## src/rtl/swi_pkg.sv

```systemverilog
// Shared types and default sizing for the switch-bank input conditioner.
package swi_pkg;

  localparam int NBITS_TOP       = 8;
  localparam int DEBOUNCE_CYCLES = 4;
  localparam int FIFO_DEPTH      = 4;
  localparam int SWI_IW          = $clog2(NBITS_TOP);

  typedef struct packed {
    logic [SWI_IW-1:0] idx;
    logic              level;
  } swi_event_t;

endpackage

```

## src/rtl/swi_event_fifo.sv

```systemverilog
// Show-ahead event queue: the head entry is visible whenever the queue is non-empty.
module swi_event_fifo
  import swi_pkg::*;
#(
  parameter int  DEPTH  = swi_pkg::FIFO_DEPTH,
  parameter type elem_t = swi_pkg::swi_event_t,
  localparam int PW     = $clog2(DEPTH)
) (
  input  logic          clk_2,
  input  logic          rst_n,
  input  logic          push,
  input  elem_t         din,
  input  logic          pop,
  output elem_t         dout,
  output logic          valid,
  output logic          full,
  output logic [PW:0]   count
);

  elem_t         mem [DEPTH];
  logic [PW-1:0] wr_ptr;
  logic [PW-1:0] rd_ptr;
  logic          do_push;
  logic          do_pop;

  assign valid   = (count != '0);
  assign full    = (count == (PW+1)'(DEPTH));
  assign do_pop  = pop && valid;
  // When full, a same-cycle pop frees the head slot that the write lands in.
  assign do_push = push && (!full || do_pop);
  assign dout    = valid ? mem[rd_ptr] : '0;

  always_ff @(posedge clk_2) begin
    if (do_push) mem[wr_ptr] <= din;
  end

  always_ff @(posedge clk_2 or negedge rst_n) begin
    if (!rst_n) begin
      wr_ptr <= '0;
      rd_ptr <= '0;
      count  <= '0;
    end else begin
      if (do_push) wr_ptr <= wr_ptr + 1'b1;
      if (do_pop)  rd_ptr <= rd_ptr + 1'b1;
      unique case ({do_push, do_pop})
        2'b10:   count <= count + 1'b1;
        2'b01:   count <= count - 1'b1;
        default: count <= count;
      endcase
    end
  end

endmodule

```

## src/rtl/swi_debounce.sv

```systemverilog
// Switch-bank conditioner: synchronise, debounce, edge pulses and a queued
// stream of per-bit change events consumed through valid/ready.
module swi_debounce
  import swi_pkg::*;
#(
  parameter int  NBITS_TOP       = swi_pkg::NBITS_TOP,
  parameter int  DEBOUNCE_CYCLES = swi_pkg::DEBOUNCE_CYCLES,
  parameter int  FIFO_DEPTH      = swi_pkg::FIFO_DEPTH,
  localparam int IW              = $clog2(NBITS_TOP),
  localparam int CW              = (DEBOUNCE_CYCLES > 1) ? $clog2(DEBOUNCE_CYCLES) : 1,
  localparam int QW              = $clog2(FIFO_DEPTH) + 1
) (
  input  logic                 clk_2,
  input  logic                 rst_n,
  input  logic [NBITS_TOP-1:0] SWI_raw,
  output logic [NBITS_TOP-1:0] swi_clean,
  output logic [NBITS_TOP-1:0] rise,
  output logic [NBITS_TOP-1:0] fall,
  output logic                 ev_valid,
  input  logic                 ev_ready,
  output logic [IW-1:0]        ev_idx,
  output logic                 ev_level,
  output logic [QW-1:0]        ev_count
);

  typedef struct packed {
    logic [IW-1:0] idx;
    logic          level;
  } ev_t;

  logic [NBITS_TOP-1:0] sync1;
  logic [NBITS_TOP-1:0] s;
  logic [NBITS_TOP-1:0] clean_d;
  logic [NBITS_TOP-1:0] pending;
  logic [NBITS_TOP-1:0] chg;
  logic [NBITS_TOP-1:0] clr;
  logic [CW-1:0]        cnt [NBITS_TOP];
  logic [IW-1:0]        sel;
  logic                 any_pend;
  logic                 push;
  logic                 pop;
  logic                 q_full;
  ev_t                  push_ev;
  ev_t                  head;

  // A bit flips on the sample that completes a full run of disagreeing samples.
  always_comb begin
    chg = '0;
    for (int i = 0; i < NBITS_TOP; i++)
      chg[i] = (s[i] != swi_clean[i]) && (cnt[i] == CW'(DEBOUNCE_CYCLES - 1));
  end

  always_comb begin
    sel = '0;
    for (int i = NBITS_TOP - 1; i >= 0; i--)
      if (pending[i]) sel = IW'(i);
  end

  assign any_pend      = |pending;
  assign pop           = ev_valid && ev_ready;
  assign push          = any_pend && (!q_full || pop);
  assign clr           = push ? (NBITS_TOP'(1) << sel) : '0;
  assign push_ev.idx   = sel;
  assign push_ev.level = swi_clean[sel];

  assign rise = swi_clean & ~clean_d;
  assign fall = ~swi_clean & clean_d;

  always_ff @(posedge clk_2 or negedge rst_n) begin
    if (!rst_n) begin
      sync1     <= '0;
      s         <= '0;
      swi_clean <= '0;
      clean_d   <= '0;
      pending   <= '0;
      for (int i = 0; i < NBITS_TOP; i++) cnt[i] <= '0;
    end else begin
      sync1     <= SWI_raw;
      s         <= sync1;
      swi_clean <= swi_clean ^ chg;
      clean_d   <= swi_clean;
      // A fresh change on the push edge keeps the bit pending for a later event.
      pending   <= (pending & ~clr) | chg;
      for (int i = 0; i < NBITS_TOP; i++) begin
        if ((s[i] == swi_clean[i]) || chg[i]) cnt[i] <= '0;
        else                                  cnt[i] <= cnt[i] + 1'b1;
      end
    end
  end

  swi_event_fifo #(
    .DEPTH  (FIFO_DEPTH),
    .elem_t (ev_t)
  ) u_fifo (
    .clk_2 (clk_2),
    .rst_n (rst_n),
    .push  (push),
    .din   (push_ev),
    .pop   (ev_ready),
    .dout  (head),
    .valid (ev_valid),
    .full  (q_full),
    .count (ev_count)
  );

  assign ev_idx   = head.idx;
  assign ev_level = head.level;

endmodule

```

## config.mk

```make
export PLATFORM = sky130hd
export DESIGN_NAME = swi_debounce
export DESIGN_NICKNAME = d
export VERILOG_FILES = /design/src/rtl/swi_pkg.sv /design/src/rtl/swi_event_fifo.sv /design/src/rtl/swi_debounce.sv
export SDC_FILE = /design/constraint.sdc
export NUM_CORES = 1
export LEC_CHECK = 0
export CAP_MARGIN = 0
export CORE_MARGIN = 2
export CORE_UTILIZATION = 35
export CTS_CLUSTER_SIZE = 28
export DETAILED_ROUTE_END_ITERATION = 6
export SYNTH_ARGS = -nofsm -noshare
export SYNTH_HDL_FRONTEND = slang
export SYNTH_HIERARCHICAL = 1
export SYNTH_SLANG_ARGS = --single-unit
```

## constraint.sdc

```tcl
create_clock -name clk_2 -period 3.38 [get_ports clk_2]
set_clock_uncertainty 0.15 [all_clocks]
set_input_delay 0.676 -clock clk_2 [delete_from_list [all_inputs] [get_ports clk_2]]
set_output_delay 0.676 -clock clk_2 [all_outputs]
set_load 0.02 [all_outputs]
```

==> results of run 1 <==
==> cells in the final DEF, fill, tap and decap left out, drive strengths merged, types with 3 or more instances in the layout <==
cell / count
a22o: 4
nor3b: 8
xnor2: 12
clkdlybuf4s50: 41
dfrtp: 63
inv: 17
edfxtp: 16
mux2: 11
nor3: 9
a221oi: 3
nor2: 10
nand2: 8
nand2b: 4
and2: 8
buf: 5
a21oi: 4
ha: 12
clkinv: 3
o21ai: 7
nor2b: 17
mux4: 4
clkbuf: 13
==> logic make-up (layout without fill, tap and decap cells) <==
family                     Yosys count  after routing  share of synthesized area, %
xor gates and xnor gates            13             13                          3.41
DFF                                 79             79                          61.7
and+or+nand+nor                     73             73                          12.5
buffers and inverters               23             80                          3.15
muxes                               16             16                          6.94
adders and majority gates           13             13                          5.10
AOI/OAI and AO/OA                   31             31                          7.17
==> synthesized netlist by cell type, types with 2 or more instances <==
cell	n
a21oi_1	4
a221oi_1	2
a22o_1	4
a31oi_1	2
and2_1	8
clkbuf_1	3
dfrtp_1	63
edfxtp_1	16
ha_1	12
inv_1	16
mux2_2	9
mux2_4	2
mux4_2	4
nand2_1	8
nand2b_1	4
nand3_1	2
nand3b_1	2
nor2_1	8
nor2_2	2
nor2b_1	17
nor3_1	9
nor3b_1	8
nor4_1	2
o211ai_1	2
o21ai_0	3
o21ai_1	4
o21bai_1	2
xnor2_1	12
==> cell type report <==
cell class,count,area [um2]
Sequential cell,79,2060
Clock buffer,13,170
Fill cell,862,5120
Tap cell,129,161
Timing Repair Buffer,46,458
Clock inverter,3,15.0
Multi-Input combinational cell,146,1170
Inverter,18,81.3
==> critical path, cell delays in order (launching register included) <==
cell and delay [ns]:
dfrtp_1 0.54, mux4_2 0.54, and2_1 0.16, clkdlybuf4s50_1 0.53
==> metrics by stage <==
stage | worst slack (ns) | instances | hold slack, ns
after floorplan | 0.259 | 248 | 0.181
after global placement | 0.659 | 418 | 0.182
after detailed placement | 0.554 | 418 | 0.185
after CTS | 0.394 | 434 | 0.181
after global routing | 0.324 | 434 | 0.178
final | 0.435 | 434 | 0.179
==> metal layers <==
| metal | wire length (um) | up-vias |
|---|---|---|
| met3 | 249 | 8 |
| li1 | - | 965 |
| met4 | 70 | 0 |
| met5 | 0 | - |
| met2 | 2510 | 41 |
| met1 | 2550 | 967 |
==> report_power, final <==
group | internal, mW | switching (mW)
Sequential | 1.42 | 0.300
Clock | 0.329 | 0.319
Combinational | 1.09 | 1.02
Total | 2.84 | 1.64
==> final timing paths <==
check,startpoint,end,slack [ns],depth (start not counted)
worst max-delay path,u_fifo/rd_ptr[0],ev_idx[1],0.43,3
worst min-delay path,rst_n,sync1[2],0.18,2
worst max register to register,u_fifo/count[0],u_fifo/count[2],0.60,9
worst min register to register,sync1[1],s[1],0.20,0
max in group asynchronous,rst_n,clean_d[1],2.63,2
min in group clk_2,sync1[1],s[1],0.20,0
==> reports/metrics.cfg, run 1 <==
[setup_path]
critPathKind = flip-flop to output pin
required_ns = 2.55
critPathLaunchType = flip-flop
arrival_ns = 2.12
crit_fanout = 6
end_kind = output pin

[floorplan]
die_w_um = 102
initial_core_util_pct = 36.1
coreArea_um2 = 9240
pin_count = 43
die_height_um = 102
fp.dieArea_um2 = 10300
num_rows = 35

[routing]
first_pass_iters = 4
drc = 0
final_antenna_net_count = 0
avgViaCountPerCell = 4.56
wl_per_cell_um = 12.4
drt-initial-drc-count = 52
dr_total_vias = 1981
route.final.wire_length_um = 5370

[power]
vdd_drop_max_mv = 0.422
leakage_nw = 1.72
total_power_mw = 4.47
powerDensity_nw_per_um2 = 1090

[global_route]
grt_max_degree = 64
grt_pass1_vias = 2008
grt_overflow_total = 0
use_met3_pct = 4.49
busiest_layer = met2
grt_usage_pct = 11.7
grt_pass1_wl_um = 9350
use_met2_pct = 18.5
grtUsageMet1_pct = 15.0
antenna_found_initial = 0

[timing]
tightestPinTransition_ns = 0.492
finalCriticalPeriod_ns = 2.95
max_freq_mhz = 340
final_max_slew_viol_count = 0
rsz0062_at_grt = no
finalSetupViolations = 0
maxSlewHeadroom_pct = 66.9
fin_crit_sh_pct = 87.1
finalHoldViolations = 0
fin_setup_tns_ns = 0

[synthesis]
synth_seq_cells = 79
synthFlopType = dfrtp_1
yosysTopAreaCell = dfrtp_1
synth_async_sr_flop_share_pct = 79.7
synthesis.nets = 272
ys_types = 46
ys_warn_count = 6
yosysTopAreaCellShare_pct = 47.3
syn_area_um2 = 3330
synthCells = 248
synth_edf_count = 16
seq_area_frac_synth_pct = 61.7
avgSynthCellArea_um2 = 13.4
yosys-top-cells-area = dfrtp_1 (47%), edfxtp_1 (14%), ha_1 (4.5%)

[clocking]
cts-buffers-inserted = 9
cts_repair_resize_count = 0
cts_setup_buffers = 0
clock-root-buffer = clkbuf_8
clkLatencyLatePin_ns = 0.34
hold_buffers = 0
clk_path_buf_depth = 2
numClockSinks = 79
cts_tree = yes
clkTransAtPathRegs_ns = 0.08
cts.htree.levels = 3

[layout]
fin_util_pct = 44.5
layout.nets = 324
drive_gt1_share_pct = 13.4
finalInstanceArea_um2 = 4120
synthToLayoutAreaGrowth_pct = 23.4
num_antenna_cells = 0

[hold_path]
worstHoldPathType = input port to async pin

[status]
status = completed

[placement]
dpl_cell_area_um2 = 3930
gp_congestion = 0.799
port_buffers = 42
dpl.hpwl_um = 3750

[run]
drv_cap = 0

Note: power is estimated with default switching activity, not from simulation.
==> run 2: changes to the inputs <==
GPL_TIMING_DRIVEN = 0   (was not set)
==> run 2 against run 1 <==
  * Combinational power is essentially flat
  * Register-to-register slack got worse by 0.36 ns
  * Sequential share of layout area grew 0.12 points
  * Critical path type is now flip-flop to flip-flop
  * Highest routed layer unchanged
==> reports/metrics.cfg, run 2 (same netlist as run 1, synthesis figures left out) <==
[clocking]
clk_path_buf_depth = 2
cts_repair_resize_count = 1
cts_setup_buffers = 0
cts.htree.levels = 3
clkLatencyLatePin_ns = 0.35
hold_buffers = 0
clkTransAtPathRegs_ns = 0.08
numClockSinks = 79
clock-root-buffer = clkbuf_8
cts-buffers-inserted = 9
cts_tree = yes

[timing]
finalHoldViolations = 0
finalSetupViolations = 0
fin_setup_tns_ns = 0
worst_slack_ns = 0.239
tightestPinTransition_ns = 0.784
max_freq_mhz = 318
maxSlewHeadroom_pct = 47.7
whs_ns = 0.202
fin_crit_sh_pct = 92.9
final_max_slew_viol_count = 0
rsz0062_at_grt = no
finalCriticalPeriod_ns = 3.14

[hold_path]
worstHoldPathType = flip-flop to flip-flop
min_to = s[0]
worstHoldStart = sync1[0]
hold_depth = 0

[global_route]
grt_overflow_total = 0
grt_pass1_vias = 1976
antenna_found_initial = 0
grt_usage_pct = 11.4
grt_pass1_wl_um = 9090
grt_max_degree = 64

[floorplan]
die_height_um = 102
die_w_um = 102
num_rows = 35
fp.dieArea_um2 = 10300
initial_core_util_pct = 36.1
pin_count = 43
coreArea_um2 = 9240

[setup_path]
end_kind = flip-flop
reg2reg_from = u_fifo/count[2]
crit_fanout = 9
critPathLaunchType = flip-flop
crit_chain = buf_4 -> or3_1 -> clkbuf_1 -> a21boi_4 -> a21oi_1 -> clkbuf_2 -> nor2b_1 -> nand2_1 -> fa_1 -> nand2b_1 -> o211ai_1 -> o311ai_0
reg2reg_depth = 12
arrival_ns = 3.20
critPathSlowestCell = fa_1
critical-path-max-stage-delay_ns = 0.40
r2r_setup_slack_ns = 0.24
required_ns = 3.44
critPathKind = flip-flop to flip-flop
reg2reg_to = u_fifo/count[2]

[routing]
route.final.wire_length_um = 5330
drc = 0
final_antenna_net_count = 0
first_pass_iters = 4
drt-initial-drc-count = 76
dr_total_vias = 1981
avgViaCountPerCell = 4.55
wl_per_cell_um = 12.2

[layout]
layout.nets = 325
drive_gt1_share_pct = 14.1
final_common_cell = dfrtp_1
fin_util_pct = 44.4
num_antenna_cells = 0
finalInstanceArea_um2 = 4110
final_cells = 435
layout_common_cells = dfrtp_1 (63), clkdlybuf4s50_1 (41), nor2b_1 (17), inv_1 (16), edfxtp_1 (16)
synthToLayoutAreaGrowth_pct = 23.1

[status]
status = completed

[placement]
dpl.hpwl_um = 3720
port_buffers = 42
dp_cells = 419
gp_congestion = 0.831
place_ws_ns = -0.0604
dpl_cell_area_um2 = 3910

[power]
leakage_nw = 1.70
total_power_mw = 4.44
vdd_drop_max_mv = 0.489
powerDensity_nw_per_um2 = 1080

[run]
drv_cap = 0

-- run 2: final cells by class --
class | count | area [um2]
inverters | 18 | 81.3
well taps | 129 | 161
fillers | 859 | 5130
clock inverters | 7 | 55.1
multi-input cells | 146 | 1180
repair buffers | 42 | 418
flip-flops and latches | 79 | 2060
plain buffers | 5 | 25.0
clock buffers | 9 | 124
-- run 2: per-layer routing --
layer / up-vias / global-route usage [%] / wire, um
met5: - / 0 / 0
met4: 0 / 3.74 / 65
met3: 7 / 4.69 / 247
met2: 39 / 18.7 / 2580
met1: 971 / 13.5 / 2440
li1: 964 / - / -
-- run 2: worst max-delay path by stage --
stage / slack, ns / to / cells past startpoint / from
6_report: 0.24 / u_fifo/count[2] / 12 / u_fifo/count[2]
3_5_place_dp: -0.06 / u_fifo/count[2] / 10 / ev_ready
3_3_place_gp: -0.65 / clean_d[1] / 1 / rst_n
4_1_cts: 0.1 / u_fifo/count[2] / 12 / u_fifo/count[2]
2_1_floorplan: 0.26 / u_fifo/count[2] / 12 / u_fifo/count[2]
5_1_grt: 0.02 / u_fifo/count[2] / 12 / u_fifo/count[2]
-- run 2: where the power goes --
part	leakage [nW]	switching [mW]	total, mW	internal [mW]
Clock	0.0842	0.356	0.629	0.273
Combinational	0.691	1.04	2.13	1.09
Sequential	0.923	0.268	1.68	1.41
-- run 2: worst max-delay path, delay by kind of cell, from the launching register on --
family,cells,cell delay [ns]
compound gates,4,0.67
fa+ha+maj,1,0.40
buf+inv,3,0.61
flops,1,0.38
simple gates,4,0.79
